**src/rtl/ex_pkg.sv**
```systemverilog
// Shared types and constants for the ex_cal operand scheduler.
package ex_pkg;

    // Operand is unsigned Q4.11, result is unsigned Q15.11.
    localparam int X_W    = 15;
    localparam int R_W    = 26;
    localparam int FRAC_W = 11;

    // Largest operand ex_cal accepts: just below 10.0 in Q4.11 (20479).
    localparam logic [X_W-1:0] X_MAX   = X_W'((10 << FRAC_W) - 1);
    // Result reported for an out-of-range operand: all ones.
    localparam logic [R_W-1:0] SAT_VAL = 26'h3FFFFFF;

    typedef enum logic [1:0] {
        IDLE,
        ISSUE,
        WAIT,
        HOLD
    } state_t;

    // True when ex_cal cannot be trusted with this operand.
    function automatic logic x_out_of_range(input logic [X_W-1:0] x);
        return x > X_MAX;
    endfunction

endpackage

```
**src/rtl/ex_cal_sched_if.sv**
```systemverilog
// Operand stream, ex_cal request/answer pair and result stream of the scheduler.
interface ex_cal_sched_if;
    import ex_pkg::*;

    // Upstream operand stream
    logic           in_valid;
    logic           in_ready;
    logic [X_W-1:0] in_x;

    // Request/answer pair towards ex_cal
    logic [X_W-1:0] cal_x;
    logic           cal_valid;
    logic [R_W-1:0] cal_result;
    logic           cal_done;

    // Downstream result stream
    logic           out_valid;
    logic           out_ready;
    logic [R_W-1:0] out_result;
    logic [X_W-1:0] out_x;
    logic           out_sat;
    logic           out_timeout;

    logic           busy;

    // Scheduler side
    modport slave (
        input  in_valid, in_x, cal_result, cal_done, out_ready,
        output in_ready, cal_x, cal_valid, out_valid, out_result,
               out_x, out_sat, out_timeout, busy
    );

    // Environment side: operand source, ex_cal and result sink
    modport master (
        output in_valid, in_x, cal_result, cal_done, out_ready,
        input  in_ready, cal_x, cal_valid, out_valid, out_result,
               out_x, out_sat, out_timeout, busy
    );

endinterface

```
**src/rtl/ex_sfifo.sv**
```systemverilog
// Synchronous FIFO with wrapping pointers, full/empty flags and an occupancy count.
module ex_sfifo #(
    parameter int WIDTH = 15,
    parameter int DEPTH = 4      // power of two, at least 2
) (
    input  logic                       clk,
    input  logic                       rst,
    input  logic                       i_push,
    input  logic [WIDTH-1:0]           i_wdata,
    input  logic                       i_pop,
    output logic [WIDTH-1:0]           o_rdata,
    output logic                       o_full,
    output logic                       o_empty,
    output logic [$clog2(DEPTH):0]     o_count
);

    localparam int AW = $clog2(DEPTH);
    localparam int CW = AW + 1;

    logic [WIDTH-1:0] r_mem [DEPTH];
    logic [AW-1:0]    r_wr_ptr;
    logic [AW-1:0]    r_rd_ptr;
    logic [CW-1:0]    r_count;
    logic             w_do_push;
    logic             w_do_pop;

    // A full FIFO refuses a push even when it pops in the same cycle.
    assign w_do_push = i_push && !o_full;
    assign w_do_pop  = i_pop && !o_empty;

    // Storage array: written on push only.
    // NOTE: the storage array has no reset; pointers and count alone decide which entries are valid.
    always_ff @(posedge clk) begin
        if (w_do_push) begin
            r_mem[r_wr_ptr] <= i_wdata;
        end
    end

    // Pointer and occupancy bookkeeping; pointers wrap naturally at DEPTH.
    // NOTE: state registers use non-blocking assignments so every flop samples pre-edge values.
    always_ff @(posedge clk) begin
        if (rst) begin
            r_wr_ptr <= '0;
            r_rd_ptr <= '0;
            r_count  <= '0;
        end else begin
            if (w_do_push) begin
                r_wr_ptr <= r_wr_ptr + 1'b1;
            end
            if (w_do_pop) begin
                r_rd_ptr <= r_rd_ptr + 1'b1;
            end
            unique case ({w_do_push, w_do_pop})
                2'b10:   r_count <= r_count + 1'b1;
                2'b01:   r_count <= r_count - 1'b1;
                default: r_count <= r_count;
            endcase
        end
    end

    assign o_rdata = r_mem[r_rd_ptr];
    assign o_full  = (r_count == CW'(DEPTH));
    assign o_empty = (r_count == '0);
    assign o_count = r_count;

endmodule

```
**src/rtl/ex_cal_sched.sv**
```systemverilog
// Operand scheduler and result buffer in front of the ex_cal exponential unit.
// Queues operands, issues one request at a time, and holds each answer
// (or a saturation / timeout marker) until downstream accepts it.
module ex_cal_sched
    import ex_pkg::*;
#(
    parameter int FIFO_DEPTH = 4,
    parameter int TIMEOUT    = 63
) (
    input  logic          clk,
    input  logic          rst,
    ex_cal_sched_if.slave bus
);

    localparam int CNT_W = $clog2(FIFO_DEPTH) + 1;
    localparam int TMR_W = $clog2(TIMEOUT + 1);

    state_t           r_state;
    state_t           w_next;

    logic             w_push;
    logic             w_pop;
    logic             w_full;
    logic             w_empty;
    logic [CNT_W-1:0] w_count;
    logic [X_W-1:0]   w_head;
    logic             w_head_sat;

    logic             w_capture;
    logic             w_expire;
    logic             w_release;

    logic [X_W-1:0]   r_op;
    logic [X_W-1:0]   r_cal_x;
    logic [R_W-1:0]   r_result;
    logic             r_sat;
    logic             r_timeout;
    logic [TMR_W-1:0] r_timer;
    logic [TMR_W-1:0] w_timer_inc;

    assign w_push = bus.in_valid && !w_full;

    ex_sfifo #(
        .WIDTH (X_W),
        .DEPTH (FIFO_DEPTH)
    ) u_fifo (
        .clk     (clk),
        .rst     (rst),
        .i_push  (w_push),
        .i_wdata (bus.in_x),
        .i_pop   (w_pop),
        .o_rdata (w_head),
        .o_full  (w_full),
        .o_empty (w_empty),
        .o_count (w_count)
    );

    assign w_head_sat  = x_out_of_range(w_head);
    assign w_timer_inc = r_timer + 1'b1;

    // State register.
    always_ff @(posedge clk) begin
        if (rst) begin
            r_state <= IDLE;
        end else begin
            r_state <= w_next;
        end
    end

    // Next-state logic and per-cycle control strobes.
    // NOTE: every signal written here gets a default first so no latch is inferred.
    always_comb begin
        w_next    = r_state;
        w_pop     = 1'b0;
        w_capture = 1'b0;
        w_expire  = 1'b0;
        w_release = 1'b0;
        unique case (r_state)
            IDLE: begin
                if (!w_empty) begin
                    w_pop  = 1'b1;
                    w_next = w_head_sat ? HOLD : ISSUE;
                end
            end
            ISSUE: begin
                w_next = WAIT;
            end
            WAIT: begin
                // An answer wins over expiry in the same cycle. w_timer_inc counts
                // the current WAIT cycle, so expiry lands on the TIMEOUT-th one.
                if (bus.cal_done) begin
                    w_capture = 1'b1;
                    w_next    = HOLD;
                end else if (w_timer_inc == TMR_W'(TIMEOUT)) begin
                    w_expire = 1'b1;
                    w_next   = HOLD;
                end
            end
            HOLD: begin
                if (bus.out_ready) begin
                    w_release = 1'b1;
                    w_next    = IDLE;
                end
            end
            default: begin
                w_next = IDLE;
            end
        endcase
    end

    // Operand, request, timer and result registers.
    always_ff @(posedge clk) begin
        if (rst) begin
            r_op      <= '0;
            r_cal_x   <= '0;
            r_result  <= '0;
            r_sat     <= 1'b0;
            r_timeout <= 1'b0;
            r_timer   <= '0;
        end else begin
            if (w_pop) begin
                r_op <= w_head;
                if (w_head_sat) begin
                    r_result <= SAT_VAL;
                    r_sat    <= 1'b1;
                end else begin
                    // cal_x only moves for operands actually sent to ex_cal.
                    r_cal_x <= w_head;
                end
            end

            if (r_state == ISSUE) begin
                r_timer <= '0;
            end else if (r_state == WAIT) begin
                r_timer <= w_timer_inc;
            end

            if (w_capture) begin
                r_result <= bus.cal_result;
            end

            if (w_expire) begin
                r_result  <= '0;
                r_timeout <= 1'b1;
            end

            if (w_release) begin
                r_sat     <= 1'b0;
                r_timeout <= 1'b0;
            end
        end
    end

    assign bus.in_ready    = !w_full;
    assign bus.cal_x       = r_cal_x;
    assign bus.cal_valid   = (r_state == ISSUE);
    assign bus.out_valid   = (r_state == HOLD);
    assign bus.out_result  = r_result;
    assign bus.out_x       = r_op;
    assign bus.out_sat     = r_sat;
    assign bus.out_timeout = r_timeout;
    assign bus.busy        = (r_state != IDLE) || (w_count != '0);

endmodule
```
**src/flat_wrapper.sv**
```systemverilog
// flat-port wrapper written by rule: the top's interface ports become plain ports
module ex_cal_sched_flat import ex_pkg::*;
#(
    parameter int FIFO_DEPTH = 4,
    parameter int TIMEOUT    = 63
)
  (clk, rst, bus_in_valid, bus_in_x, bus_cal_result, bus_cal_done, bus_out_ready, bus_in_ready, bus_cal_x, bus_cal_valid, bus_out_valid, bus_out_result, bus_out_x, bus_out_sat, bus_out_timeout, bus_busy);
  ex_cal_sched_if bus_i ();
  input  logic clk;
  input  logic rst;
  input wire logic [$bits(bus_i.in_valid)-1:0] bus_in_valid;
  input wire logic [$bits(bus_i.in_x)-1:0] bus_in_x;
  input wire logic [$bits(bus_i.cal_result)-1:0] bus_cal_result;
  input wire logic [$bits(bus_i.cal_done)-1:0] bus_cal_done;
  input wire logic [$bits(bus_i.out_ready)-1:0] bus_out_ready;
  output wire logic [$bits(bus_i.in_ready)-1:0] bus_in_ready;
  output wire logic [$bits(bus_i.cal_x)-1:0] bus_cal_x;
  output wire logic [$bits(bus_i.cal_valid)-1:0] bus_cal_valid;
  output wire logic [$bits(bus_i.out_valid)-1:0] bus_out_valid;
  output wire logic [$bits(bus_i.out_result)-1:0] bus_out_result;
  output wire logic [$bits(bus_i.out_x)-1:0] bus_out_x;
  output wire logic [$bits(bus_i.out_sat)-1:0] bus_out_sat;
  output wire logic [$bits(bus_i.out_timeout)-1:0] bus_out_timeout;
  output wire logic [$bits(bus_i.busy)-1:0] bus_busy;
  assign bus_i.in_valid = bus_in_valid;
  assign bus_i.in_x = bus_in_x;
  assign bus_i.cal_result = bus_cal_result;
  assign bus_i.cal_done = bus_cal_done;
  assign bus_i.out_ready = bus_out_ready;
  assign bus_in_ready = bus_i.in_ready;
  assign bus_cal_x = bus_i.cal_x;
  assign bus_cal_valid = bus_i.cal_valid;
  assign bus_out_valid = bus_i.out_valid;
  assign bus_out_result = bus_i.out_result;
  assign bus_out_x = bus_i.out_x;
  assign bus_out_sat = bus_i.out_sat;
  assign bus_out_timeout = bus_i.out_timeout;
  assign bus_busy = bus_i.busy;
  ex_cal_sched #(.FIFO_DEPTH(FIFO_DEPTH), .TIMEOUT(TIMEOUT)) u_core (.clk(clk), .rst(rst), .bus(bus_i));
endmodule
```
**config.mk**
```make
export PLATFORM = sky130hd
export DESIGN_NAME = ex_cal_sched_flat
export DESIGN_NICKNAME = d
export VERILOG_FILES = /design/src/rtl/ex_pkg.sv /design/src/rtl/ex_cal_sched_if.sv /design/src/rtl/ex_sfifo.sv /design/src/rtl/ex_cal_sched.sv /design/src/flat_wrapper.sv
export SDC_FILE = /design/constraint.sdc
export NUM_CORES = 1
export LEC_CHECK = 0
export ABC_AREA = 1
export CORE_MARGIN = 8
export CORE_UTILIZATION = 46
export CTS_CLUSTER_DIAMETER = 40
export DETAILED_ROUTE_END_ITERATION = 7
export GPL_ROUTABILITY_DRIVEN = 0
export PLACE_DENSITY_LB_ADDON = 0.08
export SKIP_LAST_GASP = 1
export SYNTH_ARGS = -nofsm -noshare
export SYNTH_HDL_FRONTEND = slang
export SYNTH_SLANG_ARGS = --single-unit
```
**constraint.sdc**
```tcl
create_clock -name clk -period 2.2 [get_ports clk]
set_input_delay 0.44 -clock clk [delete_from_list [all_inputs] [get_ports clk]]
set_output_delay 0.44 -clock clk [all_outputs]
set_load 0.1 [all_outputs]
```
## Word level (Yosys, flattened, before mapping)

Memories as Yosys holds them, arrays and structs flattened. A register that Yosys moved wholly into a read port is not among the register bits.
Cells that the tools add are included.
W data, S select, Z words.

- Memories: 1
- Input bits: 46
- Output and inout bits: 62
- Bits in writable memories: 60
- Register bits: 73

Memory list:

| memory | depth | width | read ports | clocked after Yosys merged registers in | write ports | line | RTL |
|---|---|---|---|---|---|---|---|
| u_core.u_fifo.r_mem | 4 | 15 | 1 | 1 | 1 | ex_sfifo.sv:20 | `logic [WIDTH-1:0] r_mem [DEPTH];` |

- Order comparisons: 1
- Reductions and logical operators: 20
- Mux-type cells: 23
- $add $sub $neg: 5
- Eq/ne operators: 10
- Bitwise operators: 1

Operators with widths:

| cell | number |
|---|---|
| $mux W26 | 3 |
| $gt A15 B15 Y1 const B | 1 |
| $mux W2 | 7 |
| $mux W1 | 11 |
| $pmux W2 S4 | 1 |
| $reduce_bool A2 Y1 | 4 |
| $add A6 B1 Y6 const B | 1 |
| $eq A2 B2 Y1 const B | 3 |
| $eq A6 B6 Y1 const B | 1 |
| $pmux W3 S2 | 1 |
| $reduce_and A2 Y1 | 3 |
| $reduce_or A2 Y1 | 3 |
| $add A2 B1 Y2 const B | 2 |
| $eq A2 B1 Y1 const B | 2 |
| $ne A2 B2 Y1 const B | 2 |
| $add A3 B1 Y3 const B | 1 |
| $eq A3 B3 Y1 const B | 1 |
| $logic_and A1 B1 Y1 | 3 |
| $logic_not A3 Y1 | 1 |
| $ne A3 B2 Y1 const B | 1 |
| $reduce_and A3 Y1 | 1 |
| $reduce_bool A3 Y1 | 1 |
| $sub A3 B1 Y3 const B | 1 |
| $logic_not A1 Y1 | 2 |
| other kinds (3) | 3 |

## Depth between registers and ports, before layout

Gate-level depths: netlist (run 1).

- Depth after elaboration: 6
- Depth in mapped cells: 13
- Mapped depth without buffers: 11

## By module

From an unflattened synthesis (run 1), not the netlist that was laid out.

- Cell total of the unflattened synthesis: 531
- Area, all modules: 5356.4 µm²

By module, submodules not included:

| module | area each (µm²) | cells an instance | instances |
|---|---|---|---|
| ex_sfifo | 2775.2 | 215 | 1 |
| ex_cal_sched | 2581.2 | 316 | 1 |

## Worst setup path before layout (run 1)

OpenSTA, ideal clock, no wires.

- Path kind: reg2reg
- Start: reg u_core.u_fifo.r_count[0], in the netlist u_core.u_fifo.o_count[0]
- End: reg u_core.u_fifo.r_count[2], in the netlist u_core.u_fifo.o_count[2]
- Data required time: 2.078 ns
- Library setup time: 0.122 ns
- Slack: -0.714 ns
- Arrival time: 2.792 ns
- Path buffers: 0
- Cell stages (with the launch flop): 11
- Cells stage by stage: dfxtp_1 -> inv_1 -> nand3_1 -> nand2_1 -> ha_1 -> inv_1 -> fa_1 -> a21oi_1 -> o21ai_0 -> o21ai_0 -> a21oi_1

- Word-level cells in the longest chain between the ends: 6

Ends and longest elaborated chain:

| what | line | RTL |
|---|---|---|
| start: declaration | ex_sfifo.sv:23 | `logic [CW-1:0] r_count;` |
| start signal: assignment | ex_sfifo.sv:54 | `2'b10: r_count <= r_count + 1'b1;` |
| start signal: assignment | ex_sfifo.sv:55 | `2'b01: r_count <= r_count - 1'b1;` |
| start signal: assignment | ex_sfifo.sv:56 | `default: r_count <= r_count;` |
| $eq A3 B3 Y1 (*) | ex_sfifo.sv:62 | `assign o_full = (r_count == CW'(DEPTH));` |
| $logic_not A1 Y1 (*) | n/a |  |
| named net bus_in_ready | flat_wrapper.sv:16 | `output wire logic [$bits(bus_i.in_ready)-1:0] bus_in_ready;` |
| $logic_and A1 B1 Y1 | ex_cal_sched.sv:41 | `assign w_push = bus.in_valid && !w_full;` |
| $logic_and A1 B1 Y1 (*) | ex_sfifo.sv:28 | `assign w_do_push = i_push && !o_full;` |
| $eq A2 B1 Y1 / $eq A2 B2 Y1 (equally long branches) | ex_sfifo.sv:53 | `unique case ({w_do_push, w_do_pop})` |
| $pmux W3 S2 / $reduce_bool A2 Y1 (equally long branches) | n/a |  |

The timed path passes the listed nets; every way through them passes the cells marked *.
A chain may end at the register's enable or synchronous reset.

## Worst setup path in the final report (run 1)

- Start: reg u_core.r_state[0]
- End: reg u_core.u_fifo.r_count[2], in the netlist u_core.u_fifo.o_count[2]

- Word-level cells in the longest chain between the ends: 5

Ends and longest elaborated chain:

| what | line | RTL |
|---|---|---|
| start: declaration | ex_cal_sched.sv:18 | `state_t r_state;` |
| start signal: assignment | ex_cal_sched.sv:66 | `r_state <= w_next;` |
| $logic_not A2 Y1 (*) | ex_cal_sched.sv:78 | `unique case (r_state)` |
| $mux W1 (*) | ex_cal_sched.sv:78 |  |
| $logic_and A1 B1 Y1 (*) | ex_sfifo.sv:29 | `assign w_do_pop = i_pop && !o_empty;` |
| $eq A2 B1 Y1 / $eq A2 B2 Y1 (equally long branches) | ex_sfifo.sv:53 |  |
| $pmux W3 S2 / $reduce_bool A2 Y1 (equally long branches) | n/a |  |

Mark *: on every way between the ends. The rest lies on a longest branch, timed or not.

==> impl_metrics.ini, run 1 <==
[route]
postRouteAntennaNets = 0
routed_wl_um = 13000
wl_per_cell_um = 15.4
first_pass_iters = 6
routed_via_density = 4.98
vias = 4206
drt_iter0_markers = 205
drc = 0

[synth]
synth_edf_count = 60
netlist_top_cells_area = edfxtp_1 33%, dfxtp_1 27%, nor2_1 7.7%
synth_compound_area_share_pct = 10.1
syn-instance-count = 567
synth-xor-area-share_pct = 0.160
ys_async_sr_fraction_pct = 0
synthSimpleGateAreaFrac_pct = 21.0
ys_seq_area_share_pct = 60.3
yosys-top-cells-count = 112 x nor2_1, 75 x dfxtp_1, 71 x nand2_1
muxShareOfSynthArea_pct = 0
synth_top_family_by_area = simple AND/OR/NAND/NOR gates
synth_adder_area_share_pct = 3.11
syn_avg_cell_area_um2 = 9.66
synth_warnings = 0
yosys_most_used_dff = dfxtp_1
ys_ff_latch = 135
netlist.area_leader.share_pct = 32.9
synth_top_cell_by_area = edfxtp_1
synthesis.nets = 626
synth.most_common_cell = nor2_1
yosysUniqueCellTypes = 31
synth_area_um2 = 5480

[critical_path]
reg2reg_depth = 11
cp_max_fo = 4
worst_setup_path_start_kind = register
arrival_ns = 2.23
endpoint_kind = register
crit_type = register to register
cp.required_ns = 2.50

[worst_hold_path]
hold_path_class = register to register
hold_depth = 2

[cts]
cts_resized = 0
htreeDepth = 4
clkTransAtPathRegs_ns = 0.06
clkLatencyLatePin_ns = 0.41
cts_made_buffers = 17
cts_tree = yes
post_cts_buffers = 0
clkSinkCount = 135
cts-root-buf = clkbuf_16
holdBufCountCts = 0
cts_buffer_depth = 2

[final_layout]
diodes = 0
syn_to_final_growth_pct = 31.2
final_nets = 743
layout-drive-gt1-share_pct = 20.9

[sta]
report.final.slew_viol_count = 0
rsz0062_at_grt = no
layout_setup_ws_ns = 0.274
fin_crit_ns = 1.93
finalSetupViolations = 0
fin_tns_setup_ns = 0
clock_skew_ns = 0.00605
hold_viol = 0
finalCritPeriodShare_pct = 87.5
slew_headroom_pct = 73.9
max_freq_ghz = 0.519
tightest_slew_ns = 0.392

[floorplanning]
io-pin-count = 108
rows = 40
core_um2 = 11800
die_y_um = 125
die_w_um = 125
dieArea_um2 = 15700
start_util_pct = 46.4

[global_routing]
track_usage_pct = 17.0
antenna_found_initial = 0
grt_pass1_vias = 4187
grt_first_pass_wirelength_um = 21100
grt.overflow.total = 0
grt_max_degree = 52

[status]
status = finished clean

[placed_design]
io_buffer_count = 107
place_hpwl_um = 8990
pre_cts_slack_ns = 0.0207

[run]
max_cap_viol_count = 0
## worst paths after layout
check / endpoint / slack (ns) / start
setup / recovery: u_core.u_fifo.o_count[2]$_SDFFE_PP0P_ / 0.27 / u_core.r_state[0]$_SDFFE_PP0P_
hold / removal: u_core.bus.out_sat$_SDFFE_PP0P_ / 0.45 / u_core.bus.out_sat$_SDFFE_PP0P_
setup reg to reg: u_core.u_fifo.o_count[2]$_SDFFE_PP0P_ / 0.27 / u_core.r_state[0]$_SDFFE_PP0P_
hold reg to reg: u_core.bus.out_sat$_SDFFE_PP0P_ / 0.45 / u_core.bus.out_sat$_SDFFE_PP0P_
## worst max-delay path: stages, from the launching register on
cell and delay [ns]:
dfxtp_2 0.34, inv_2 0.09, ha_4 0.14, o31ai_2 0.07, inv_2 0.07, ha_1 0.13, inv_1 0.07, fa_1 0.43
a21oi_1 0.15, o21ai_0 0.11, o21ai_0 0.16, a21oi_1 0.05
## cell usage in the layout, fill, tap and decap left out, drive strengths merged, types with 3 or more instances in the layout
cell | netlist | routed
a21oi | 24 | 24
buf | 12 | 79
clkbuf | 14 | 20
clkdlybuf4s50 | 0 | 45
clkinv | 0 | 8
clkinvlp | 0 | 3
dfxtp | 75 | 75
edfxtp | 60 | 60
ha | 12 | 12
inv | 36 | 36
nand2 | 74 | 74
nand3 | 13 | 13
nand3b | 24 | 24
nand4 | 3 | 3
nor2 | 112 | 112
o21ai | 63 | 63
o22ai | 12 | 12
or2 | 25 | 25
## layer usage
metal  global-route usage, %  wire, um
met5                       0         0
met2                    27.9      6140
met4                    8.17       299
met3                    4.67       673
met1                    20.3      5860
## cells by family (layout without fill, tap and decap cells)
family                   count (synthesis)  after routing
buffers and inverters                   62            192
AO/OA/AOI/OAI                          104            104
AND/OR/NAND/NOR                        252            252
flip-flops                             135            135
XOR/XNOR                                 1              1
adder cells (fa/ha/maj)                 13             13
## per-stage QoR
step	util [%]	hold slack [ns]	cell area, um2	instances
after floorplan	-	0.443	5510	567
after global placement	56.4	0.442	6660	812
after detailed placement	56.4	0.449	6660	812
after CTS	60.8	0.457	7180	844
after global routing	60.8	0.472	7180	844
final	60.8	0.455	7180	844
## area by class of cell
class                      instances  area, um2
sequential                       135       3310
clock inverter                    12       86.3
tap                              147        184
clock buffer                      20        437
inverter                          36        138
multi-input combinational        370       1920
timing repair buffer             124       1120
fill                             999       4630
## state kept, by name, summed over array words and instances, names as in the netlist, named ones only
name and count:
u_core.bus.cal_x 15, u_core.bus.out_result 26, u_core.bus.out_sat 1, u_core.bus.out_timeout 1, u_core.bus.out_x 15, u_core.r_state 2, u_core.r_timer 6, u_core.u_fifo.o_count 3
u_core.u_fifo.r_mem 60, u_core.u_fifo.r_rd_ptr 2, u_core.u_fifo.r_wr_ptr 2
Power of run 1 is not shown: default switching activity piles up to over one toggle a cycle in this logic, so the estimate is an artifact.
==> inputs of run 2 (changes only) <==
PLACE_DENSITY = 0.78   (was unset)
PLACE_DENSITY_LB_ADDON = unset   (was 0.08)
==> impl_metrics.ini, run 2 (synthesis gave the netlist of run 1 again) <==
[status]
status = finished clean

[sta]
finalCritPeriodShare_pct = 89.3
report.final.slew_viol_count = 0
hold_viol = 0
max_freq_ghz = 0.509
slew_headroom_pct = 76.9
tightest_slew_ns = 0.347
fin_crit_ns = 1.97
clock_skew_ns = 0.00615
rsz0062_at_grt = no
finalSetupViolations = 0

[final_layout]
regMostFlops = u_core.u_fifo.r_mem
mostFrequentLayoutCells = 112 x nor2_1, 74 x buf_4, 73 x dfxtp_1
diodes = 0
largest_register_ffs = 60
syn_to_final_growth_pct = 30.4
final_nets = 741
finalInstanceArea_um2 = 7140
final_core_util_pct = 60.4
layout_commonest_cell = nor2_1
layout-drive-gt1-share_pct = 21.5

[route]
drc = 0
postRouteAntennaNets = 0
routed_wl_um = 12900
wl_per_cell_um = 15.4
vias = 4307
drt_iter0_markers = 204
first_pass_iters = 5
routed_via_density = 5.12

[critical_path]
r2r_setup_slack_ns = 0.23
arrival_ns = 2.26
worst_setup_path_start_kind = register
endpoint_kind = register
slowest_delay_ns = 0.42
rr_startpoint = u_core.r_state[0]$_SDFFE_PP0P_
cpMaxStageDelayCell = fa_1
cp_max_fo = 4
cp.required_ns = 2.49
reg2reg_depth = 11
worstPathCellList = inv_2 > ha_4 > o31ai_2 > inv_2 > ha_1 > inv_1 > fa_1 > a21oi_1 > o21ai_0 > o21ai_1 > a21oi_1
r2r-end = u_core.u_fifo.o_count[2]$_SDFFE_PP0P_
crit_type = register to register

[floorplanning]
io-pin-count = 108
rows = 40
core_um2 = 11800
die_y_um = 125
die_w_um = 125
start_util_pct = 46.4
dieArea_um2 = 15700

[global_routing]
grt.overflow.total = 0
antenna_found_initial = 0
grt_max_degree = 52
track_usage_pct = 16.6
grt_first_pass_wirelength_um = 20800
grt_pass1_vias = 4295

[run]
max_cap_viol_count = 0

[placed_design]
place_hpwl_um = 9070
io_buffer_count = 107
placed_cell_area_um2 = 6610

[cts]
clkSinkCount = 135
clkTransAtPathRegs_ns = 0.06
holdBufCountCts = 0
post_cts_buffers = 0
cts_made_buffers = 17
cts_tree = yes
cts_buffer_depth = 2
clkLatencyLatePin_ns = 0.41
cts-root-buf = clkbuf_16
htreeDepth = 4

[worst_hold_path]
hold_path_class = register to register
worstHoldEndpoint = u_core.bus.out_sat$_SDFFE_PP0P_
hold_depth = 2
min_from = u_core.bus.out_sat$_SDFFE_PP0P_
## run 2: cell count changes in the layout (fill, tap and decap cells not counted), sizes merged
cell,delta
buf,-2
clkbuf,-2
clkinv,-4
clkinvlp,+2
bufinv,-1
inv,+4
## run 2: worst max-delay path by stage
stage                              startpoint                                    end  slack, ns  cells past startpoint
2_1_floorplan  u_core.r_state[0]$_SDFFE_PP0P_         u_core.r_state[0]$_SDFFE_PP0P_      0.006                      7
3_3_place_gp                     bus_in_valid  u_core.u_fifo.o_count[2]$_SDFFE_PP0P_       0.06                      9
3_5_place_dp                     bus_in_valid  u_core.u_fifo.o_count[2]$_SDFFE_PP0P_      -0.04                      9
4_1_cts        u_core.r_state[0]$_SDFFE_PP0P_  u_core.u_fifo.o_count[2]$_SDFFE_PP0P_       0.18                     11
5_1_grt        u_core.r_state[0]$_SDFFE_PP0P_  u_core.u_fifo.o_count[2]$_SDFFE_PP0P_       0.01                     11
6_report       u_core.r_state[0]$_SDFFE_PP0P_  u_core.u_fifo.o_count[2]$_SDFFE_PP0P_       0.23                     11
## run 2: through the flow
step                setup slack [ns]  hold WS (ns)  instances  TNS, ns
floorplan                    0.00581         0.443        567        0
global placement              0.0578         0.438        810        0
detailed placement           -0.0405         0.448        810  -0.0405
CTS                            0.185         0.456        841        0
global route                  0.0130         0.473        841        0
finish                         0.234         0.454        841        0
## run 2: critical path: cells and delay by family (launching register included)
kind	cells	cell delay (ns)
fa+ha+maj	3	0.71
compound gates	5	0.56
flops	1	0.34
buf+inv	3	0.22
## run 2: final cells by class
class	instances	area, um2
fill	946	4670
sequential	135	3310
multi-input combinational	370	1920
timing repair buffer	122	1070
clock buffer	18	429
tap	147	184
inverter	36	138
clock inverter	13	101
## run 2: what timing repair did
action,4_1_cts,5_1_grt
endpoints found under the hold margin,0,0
endpoints found under the setup margin,0,1
gates resized for setup,0,1
## run 2: layer usage
layer | global-route usage, % | up-vias | routed length [um]
li1 | - | 2118 | -
met1 | 18.3 | 2040 | 5360
met3 | 5.48 | 24 | 716
met2 | 28.4 | 125 | 6540
met4 | 7.95 | 0 | 297
met5 | 0 | - | 0
Power of run 2 is left out for the same reason.
